===== config.mk =====
export PLATFORM = sky130hd
export DESIGN_NAME = router_input_port
export DESIGN_NICKNAME = d
export VERILOG_FILES = /design/src/rtl/router_input_port.sv
export SDC_FILE = /design/constraint.sdc
export NUM_CORES = 1
export LEC_CHECK = 0
export CAP_MARGIN = 20
export CORE_UTILIZATION = 54
export DETAILED_ROUTE_END_ITERATION = 10
export GPL_TIMING_DRIVEN = 0
export PLACE_DENSITY = 0.82
export SYNTH_ARGS = -nofsm -noshare
export SYNTH_HDL_FRONTEND = slang
export SYNTH_SLANG_ARGS = --single-unit

===== constraint.sdc =====
create_clock -name clk -period 3.1 [get_ports clk]
set_clock_uncertainty 0.05 [all_clocks]
set_input_delay 0.465 -clock clk [delete_from_list [all_inputs] [get_ports clk]]
set_output_delay 0.465 -clock clk [all_outputs]
set_load 0.02 [all_outputs]

===== src/rtl/router_input_port.sv =====
// Input stage of one NoC router port. Flits are buffered in a small FIFO.
// Each head flit is routed XY, and a one-hot request toward the output
// arbiters is held from the head flit to the tail flit.
module router_input_port #(
  parameter int FLIT_W    = 34,
  parameter int DEPTH     = 4,
  parameter int DST_X_LSB = 26,
  parameter int DST_Y_LSB = 29
) (
  input  logic              clk,
  input  logic              rst,
  input  logic [2:0]        local_x,
  input  logic [2:0]        local_y,
  input  logic [FLIT_W-1:0] data_in,
  input  logic              data_in_valid,
  output logic              data_in_ready,
  output logic [FLIT_W-1:0] data_out,
  output logic [4:0]        request,
  input  logic              forwarded,
  output logic              forwarding_head,
  output logic              forwarding_tail,
  output logic              proto_err
);

  localparam int PTR_W = $clog2(DEPTH);
  localparam int CNT_W = PTR_W + 1;

  // One-hot output port encoding.
  localparam logic [4:0] REQ_N = 5'b00001;
  localparam logic [4:0] REQ_S = 5'b00010;
  localparam logic [4:0] REQ_W = 5'b00100;
  localparam logic [4:0] REQ_E = 5'b01000;
  localparam logic [4:0] REQ_L = 5'b10000;

  typedef enum logic {
    IDLE = 1'b0,
    BODY = 1'b1
  } state_e;

  logic [FLIT_W-1:0] mem_q [DEPTH];

  logic [PTR_W-1:0] rd_ptr_q, rd_ptr_d;
  logic [PTR_W-1:0] wr_ptr_q, wr_ptr_d;
  logic [CNT_W-1:0] count_q, count_d;
  state_e           state_q, state_d;
  logic [4:0]       route_q, route_d;
  logic             proto_err_q, proto_err_d;

  logic [FLIT_W-1:0] front;
  logic              empty;
  logic              full;
  logic              front_head;
  logic              front_tail;
  logic [4:0]        front_route;
  logic              discard;
  logic              push;
  logic              pop;

  // XY routing: resolve x first, then y, otherwise deliver locally.
  function automatic logic [4:0] xy_route(input logic [2:0] dst_x,
                                          input logic [2:0] dst_y,
                                          input logic [2:0] cur_x,
                                          input logic [2:0] cur_y);
    if (dst_x > cur_x)      return REQ_E;
    else if (dst_x < cur_x) return REQ_W;
    else if (dst_y < cur_y) return REQ_N;
    else if (dst_y > cur_y) return REQ_S;
    else                    return REQ_L;
  endfunction

  assign front       = mem_q[rd_ptr_q];
  assign empty       = (count_q == '0);
  assign full        = (count_q == CNT_W'(DEPTH));
  assign front_head  = front[FLIT_W-1];
  assign front_tail  = front[FLIT_W-2];
  assign front_route = xy_route(front[DST_X_LSB +: 3], front[DST_Y_LSB +: 3],
                                local_x, local_y);

  // A non-head flit reaching the front between packets is dropped on the spot.
  assign discard = (state_q == IDLE) && !empty && !front_head;

  // A full FIFO refuses data even when it is being drained the same cycle.
  assign data_in_ready   = !full;
  assign push            = data_in_valid && !full;
  assign pop             = !empty && (forwarded || discard);
  assign data_out        = front;
  assign forwarding_head = forwarded && !empty && front_head;
  assign forwarding_tail = forwarded && !empty && front_tail;
  assign proto_err       = proto_err_q;

  // Request: live route of a head in IDLE, latched packet route in BODY.
  always_comb begin
    // NOTE: every combinationally assigned signal gets a default first so no
    // path through the block leaves it unassigned, which would infer a latch.
    request = '0;
    if (!empty) begin
      if (state_q == BODY)  request = route_q;
      else if (front_head)  request = front_route;
    end
  end

  // Next-state for FIFO pointers, occupancy, packet FSM and the error flag.
  always_comb begin
    rd_ptr_d    = rd_ptr_q;
    wr_ptr_d    = wr_ptr_q;
    count_d     = count_q;
    state_d     = state_q;
    route_d     = route_q;
    proto_err_d = proto_err_q | discard;

    if (push) wr_ptr_d = wr_ptr_q + PTR_W'(1);
    if (pop)  rd_ptr_d = rd_ptr_q + PTR_W'(1);
    if (push && !pop)      count_d = count_q + CNT_W'(1);
    else if (pop && !push) count_d = count_q - CNT_W'(1);

    unique case (state_q)
      IDLE: begin
        if (forwarded && !empty && front_head && !front_tail) begin
          route_d = front_route;
          state_d = BODY;
        end
      end
      BODY: begin
        if (forwarded && !empty && front_tail) state_d = IDLE;
      end
      default: state_d = IDLE;
    endcase
  end

  // State registers with synchronous active-high reset.
  always_ff @(posedge clk) begin
    // NOTE: sequential state uses non-blocking assignments so every flop
    // samples the values from before this edge, independent of statement order.
    if (rst) begin
      rd_ptr_q    <= '0;
      wr_ptr_q    <= '0;
      count_q     <= '0;
      state_q     <= IDLE;
      route_q     <= '0;
      proto_err_q <= 1'b0;
    end else begin
      rd_ptr_q    <= rd_ptr_d;
      wr_ptr_q    <= wr_ptr_d;
      count_q     <= count_d;
      state_q     <= state_d;
      route_q     <= route_d;
      proto_err_q <= proto_err_d;
    end
  end

  // FIFO storage write port.
  always_ff @(posedge clk) begin
    // NOTE: the storage array is deliberately not reset; an entry is only ever
    // read after it has been written, as tracked by count_q.
    if (push) mem_q[wr_ptr_q] <= data_in;
  end

endmodule


==> metrics.txt <==
# TYPE chip_impl_metric gauge
chip_impl_info{name="status",value="complete, but fails checks"} 1
chip_impl_info{name="failing_checks",value="setup timing"} 1
chip_impl_metric{name="core-area",unit="um2"} 10500
chip_impl_metric{name="via_count",unit=""} 3206
chip_impl_metric{name="achievable-frequency",unit="GHz"} 0.310
chip_impl_info{name="critical_path_end_type",value="primary output"} 1
chip_impl_info{name="synth_ff_type",value="sky130_fd_sc_hd__edfxtp_1"} 1
chip_impl_metric{name="setup_ws",unit="ns"} -0.124
chip_impl_metric{name="antenna_cells_inserted",unit=""} 0
chip_impl_metric{name="synth.net_count",unit=""} 355
chip_impl_metric{name="setup-violations-final",unit=""} 5
chip_impl_metric{name="grt_antenna_before_repair",unit=""} 0
chip_impl_metric{name="wire_per_inst",unit="um"} 20.3
chip_impl_metric{name="grt_first_pass_wirelength",unit="um"} 18000
chip_impl_metric{name="power.switching",unit="W"} 0.00214
chip_impl_metric{name="cts_stage_hold_buffer_count",unit=""} 0
chip_impl_info{name="top_library_cells_by_usage_in_the_layout_fill_and_taps_aside",value="136 x sky130_fd_sc_hd__edfxtp_1, 81 x sky130_fd_sc_hd__clkdlybuf4s50_1, 34 x sky130_fd_sc_hd__mux4_2"} 1
chip_impl_metric{name="clk_transition_reported_paths",unit="ns"} 0.06
chip_impl_metric{name="clock_latency",unit="ns"} 0.51
chip_impl_metric{name="power.leakage",unit="nW"} 2.67
chip_impl_metric{name="design.final.nets",unit=""} 478
chip_impl_metric{name="synth_area",unit="um2"} 5900
chip_impl_metric{name="design.die.area",unit="um2"} 11300
chip_impl_info{name="worstSetupStartpointType",value="register"} 1
chip_impl_metric{name="cts_buffer_depth",unit=""} 2
chip_impl_info{name="most_common_library_cell_in_the_layout_ignoring_fill_and_taps",value="sky130_fd_sc_hd__edfxtp_1"} 1
chip_impl_metric{name="total_power",unit="W"} 0.00713
chip_impl_metric{name="dp_hpwl",unit="um"} 6940
chip_impl_metric{name="post-route-period-util",unit="%"} 104
chip_impl_metric{name="buffer_ports.inserted",unit=""} 86
chip_impl_metric{name="fin_worst_hold_slack",unit="ns"} 0.429
chip_impl_metric{name="layout_min_cycle_time",unit="ns"} 3.22
chip_impl_metric{name="synth_sequential_area_ratio",unit="%"} 74.7
chip_impl_info{name="tritoncts",value="done"} 1
chip_impl_metric{name="power_per_cell_area",unit="nW/um2"} 903
chip_impl_metric{name="final_core_utilization",unit="%"} 75.5
chip_impl_metric{name="netSwitchingFraction",unit="%"} 30.0
chip_impl_metric{name="grt_pass1_vias",unit=""} 3393
chip_impl_info{name="setup_repair_after_global_routing_missed_its_margin",value="yes"} 1
chip_impl_metric{name="tritoncts.num_buffers",unit=""} 17
chip_impl_metric{name="dpl.cell_count",unit=""} 525
chip_impl_metric{name="total_grt_overflow",unit=""} 0
chip_impl_info{name="hold_crit_path_type",value="reg -> reg"} 1
chip_impl_metric{name="area_growth_syn_to_layout",unit="%"} 33.9
chip_impl_metric{name="drt_pre_antenna_iters",unit=""} 4
chip_impl_metric{name="pwr-share-seq",unit="%"} 36.0
chip_impl_metric{name="timing.max_slew.rel_slack",unit="%"} 31.8
chip_impl_metric{name="die_width",unit="um"} 107
chip_impl_metric{name="maxCapViolations",unit=""} 0
chip_impl_metric{name="critical_path_arrival",unit="ns"} 2.71
chip_impl_metric{name="drt_first_iter_violations",unit=""} 260
chip_impl_metric{name="async_set_or_reset_flop_fraction_in_the_synthesized_netlist",unit="%"} 0
chip_impl_metric{name="vias_per_cell",unit=""} 5.61
chip_impl_metric{name="comb_power_share",unit="%"} 34.9
chip_impl_metric{name="synth_cell_type_count",unit=""} 32
chip_impl_metric{name="die_h",unit="um"} 107
chip_impl_metric{name="p_int",unit="W"} 0.00499
chip_impl_metric{name="cts_htree_levels",unit=""} 4
chip_impl_metric{name="synthCells",unit=""} 299
chip_impl_metric{name="synthesis.area_per_instance",unit="um2"} 19.7
chip_impl_metric{name="route.final.wire_length",unit="um"} 11600
chip_impl_metric{name="initial_core_utilization",unit="%"} 56.4
chip_impl_metric{name="drt.antenna.violating_nets",unit=""} 0
chip_impl_metric{name="core.rowCount",unit=""} 37
chip_impl_metric{name="grtUsageTotal",unit="%"} 22.1
chip_impl_metric{name="post_synth_edffs",unit=""} 136
chip_impl_metric{name="final_layout_size_suffix_gt1_share",unit="%"} 27.6
chip_impl_metric{name="final-instance-count-excl-fill",unit=""} 571
chip_impl_metric{name="max_slew.worst_pin.slew",unit="ns"} 1.01
chip_impl_metric{name="maximum_number_of_pins_on_one_net_before_global_route_repair",unit=""} 29
chip_impl_metric{name="cp_data_required_time",unit="ns"} 2.58
chip_impl_info{name="cts_root_buffer_type",value="sky130_fd_sc_hd__clkbuf_8"} 1
chip_impl_info{name="worst-setup-path-type",value="reg -> out"} 1
chip_impl_metric{name="io_pins",unit=""} 87
chip_impl_metric{name="gp_congestion",unit=""} 0.795
chip_impl_metric{name="flop_and_latch_count_out_of_synthesis",unit=""} 152
chip_impl_metric{name="worst_vdd_drop",unit="uV"} 669
chip_impl_metric{name="cts_num_sinks",unit=""} 152
chip_impl_metric{name="ys_warn_count",unit=""} 0
chip_impl_metric{name="hold_viol",unit=""} 0
chip_impl_metric{name="clock_network_power_share",unit="%"} 29.1
chip_impl_metric{name="worstPathMaxFanout",unit=""} 6
chip_impl_metric{name="remaining_drc_errors",unit=""} 0
chip_impl_metric{name="report.final.slew_viol_count",unit=""} 0
## worst max-delay path, stage by stage, from the launching register on
cell and delay [ns]:
sky130_fd_sc_hd__dfxtp_2 0.33, sky130_fd_sc_hd__buf_8 0.13, sky130_fd_sc_hd__buf_12 0.10, sky130_fd_sc_hd__mux4_2 0.55, sky130_fd_sc_hd__ha_4 0.33, sky130_fd_sc_hd__nand3_4 0.09
sky130_fd_sc_hd__a21oi_4 0.20, sky130_fd_sc_hd__nand4b_1 0.16, sky130_fd_sc_hd__a21oi_2 0.17, sky130_fd_sc_hd__buf_6 0.14
## sequential cells by signal (all words and copies together), names as in the netlist, named ones only
register / count
mem_q: 136
route_q: 5
count_q: 3
rd_ptr_q: 2
wr_ptr_q: 2
proto_err: 1
state_q: 1
## power by group through the flow
stage               Combinational [W]  Clock (W)  Sequential (W)
floorplan                     0.00130          0         0.00258
global placement              0.00205          0         0.00259
detailed placement            0.00212          0         0.00260
CTS                           0.00239    0.00211         0.00257
global route                  0.00264    0.00220         0.00259
finish                        0.00249    0.00208         0.00257
## layer usage
metal	vias up	part of all wire, %	global-route usage, %
li1	1456	-	-
met1	1624	42	28.8
met2	110	52	36.8
met3	16	4.8	5.64
met4	0	1.3	6.85
met5	-	0	0
## cells in the mapped netlist, drive strengths merged (5+ instances only)
master  instances  area share (%)
edfxtp        136              69
and2            5            0.53
a21oi          16             1.4
inv             9            0.57
clkbuf          6            0.38
o21ai           5            0.42
mux4           34              13
ha             11             2.3
dfxtp          16             5.4
nor2           11            0.70
nand2           8            0.51
## final timing paths
check	start	end	slack [ns]	cells past startpoint
hold / removal	proto_err$_SDFF_PP0_	proto_err$_SDFF_PP0_	0.43	2
setup reg to reg	register	count_q[2]$_SDFFE_PP0P_	0.45	11
setup / recovery	register	request[0]	-0.12	9
hold reg to reg	proto_err$_SDFF_PP0_	proto_err$_SDFF_PP0_	0.43	2
## cell type report
type                       count  area [um2]
buffer                         9        88.8
clock inverter                15         190
multi-input combinational    128        1540
tap                          136         170
clock buffer                  17         414
sequential                   152        4410
inverter                       9        33.8
timing repair buffer         105        1060
fill                         635        2560
## repair_timing
| item | 4_1_cts | 5_1_grt |
|---|---|---|
| pin swaps | 8 | 2 |
| setup buffers | 10 | 5 |
| endpoints found under the setup margin | 35 | 5 |
| resized for setup | 61 | 7 |
## per-stage QoR
step	worst slack (ns)	cell area [um2]	setup TNS, ns
after global routing	-0.235	7900	-1.04
after global placement	-0.742	6930	-37.21
after floorplan	0.0292	5900	0
final	-0.124	7900	-0.482
after CTS	-0.0791	7830	-0.322
after detailed placement	-0.857	7020	-3.79
## cell families (layout without fill, tap and decap cells)
kind of cell               after synthesis  count (layout)  share of synthesized area [%]
xor gates and xnor gates                 3               3                          0.446
buffers and inverters                   19             155                           1.40
AOI/OAI and AO/OA                       26              26                           2.46
adders and majority gates               12              12                           2.67
and+or+nand+nor                         49              49                           4.69
muxes                                   38              38                           13.7
DFF                                    152             152                           74.7
(Power assumes the default switching activity.)
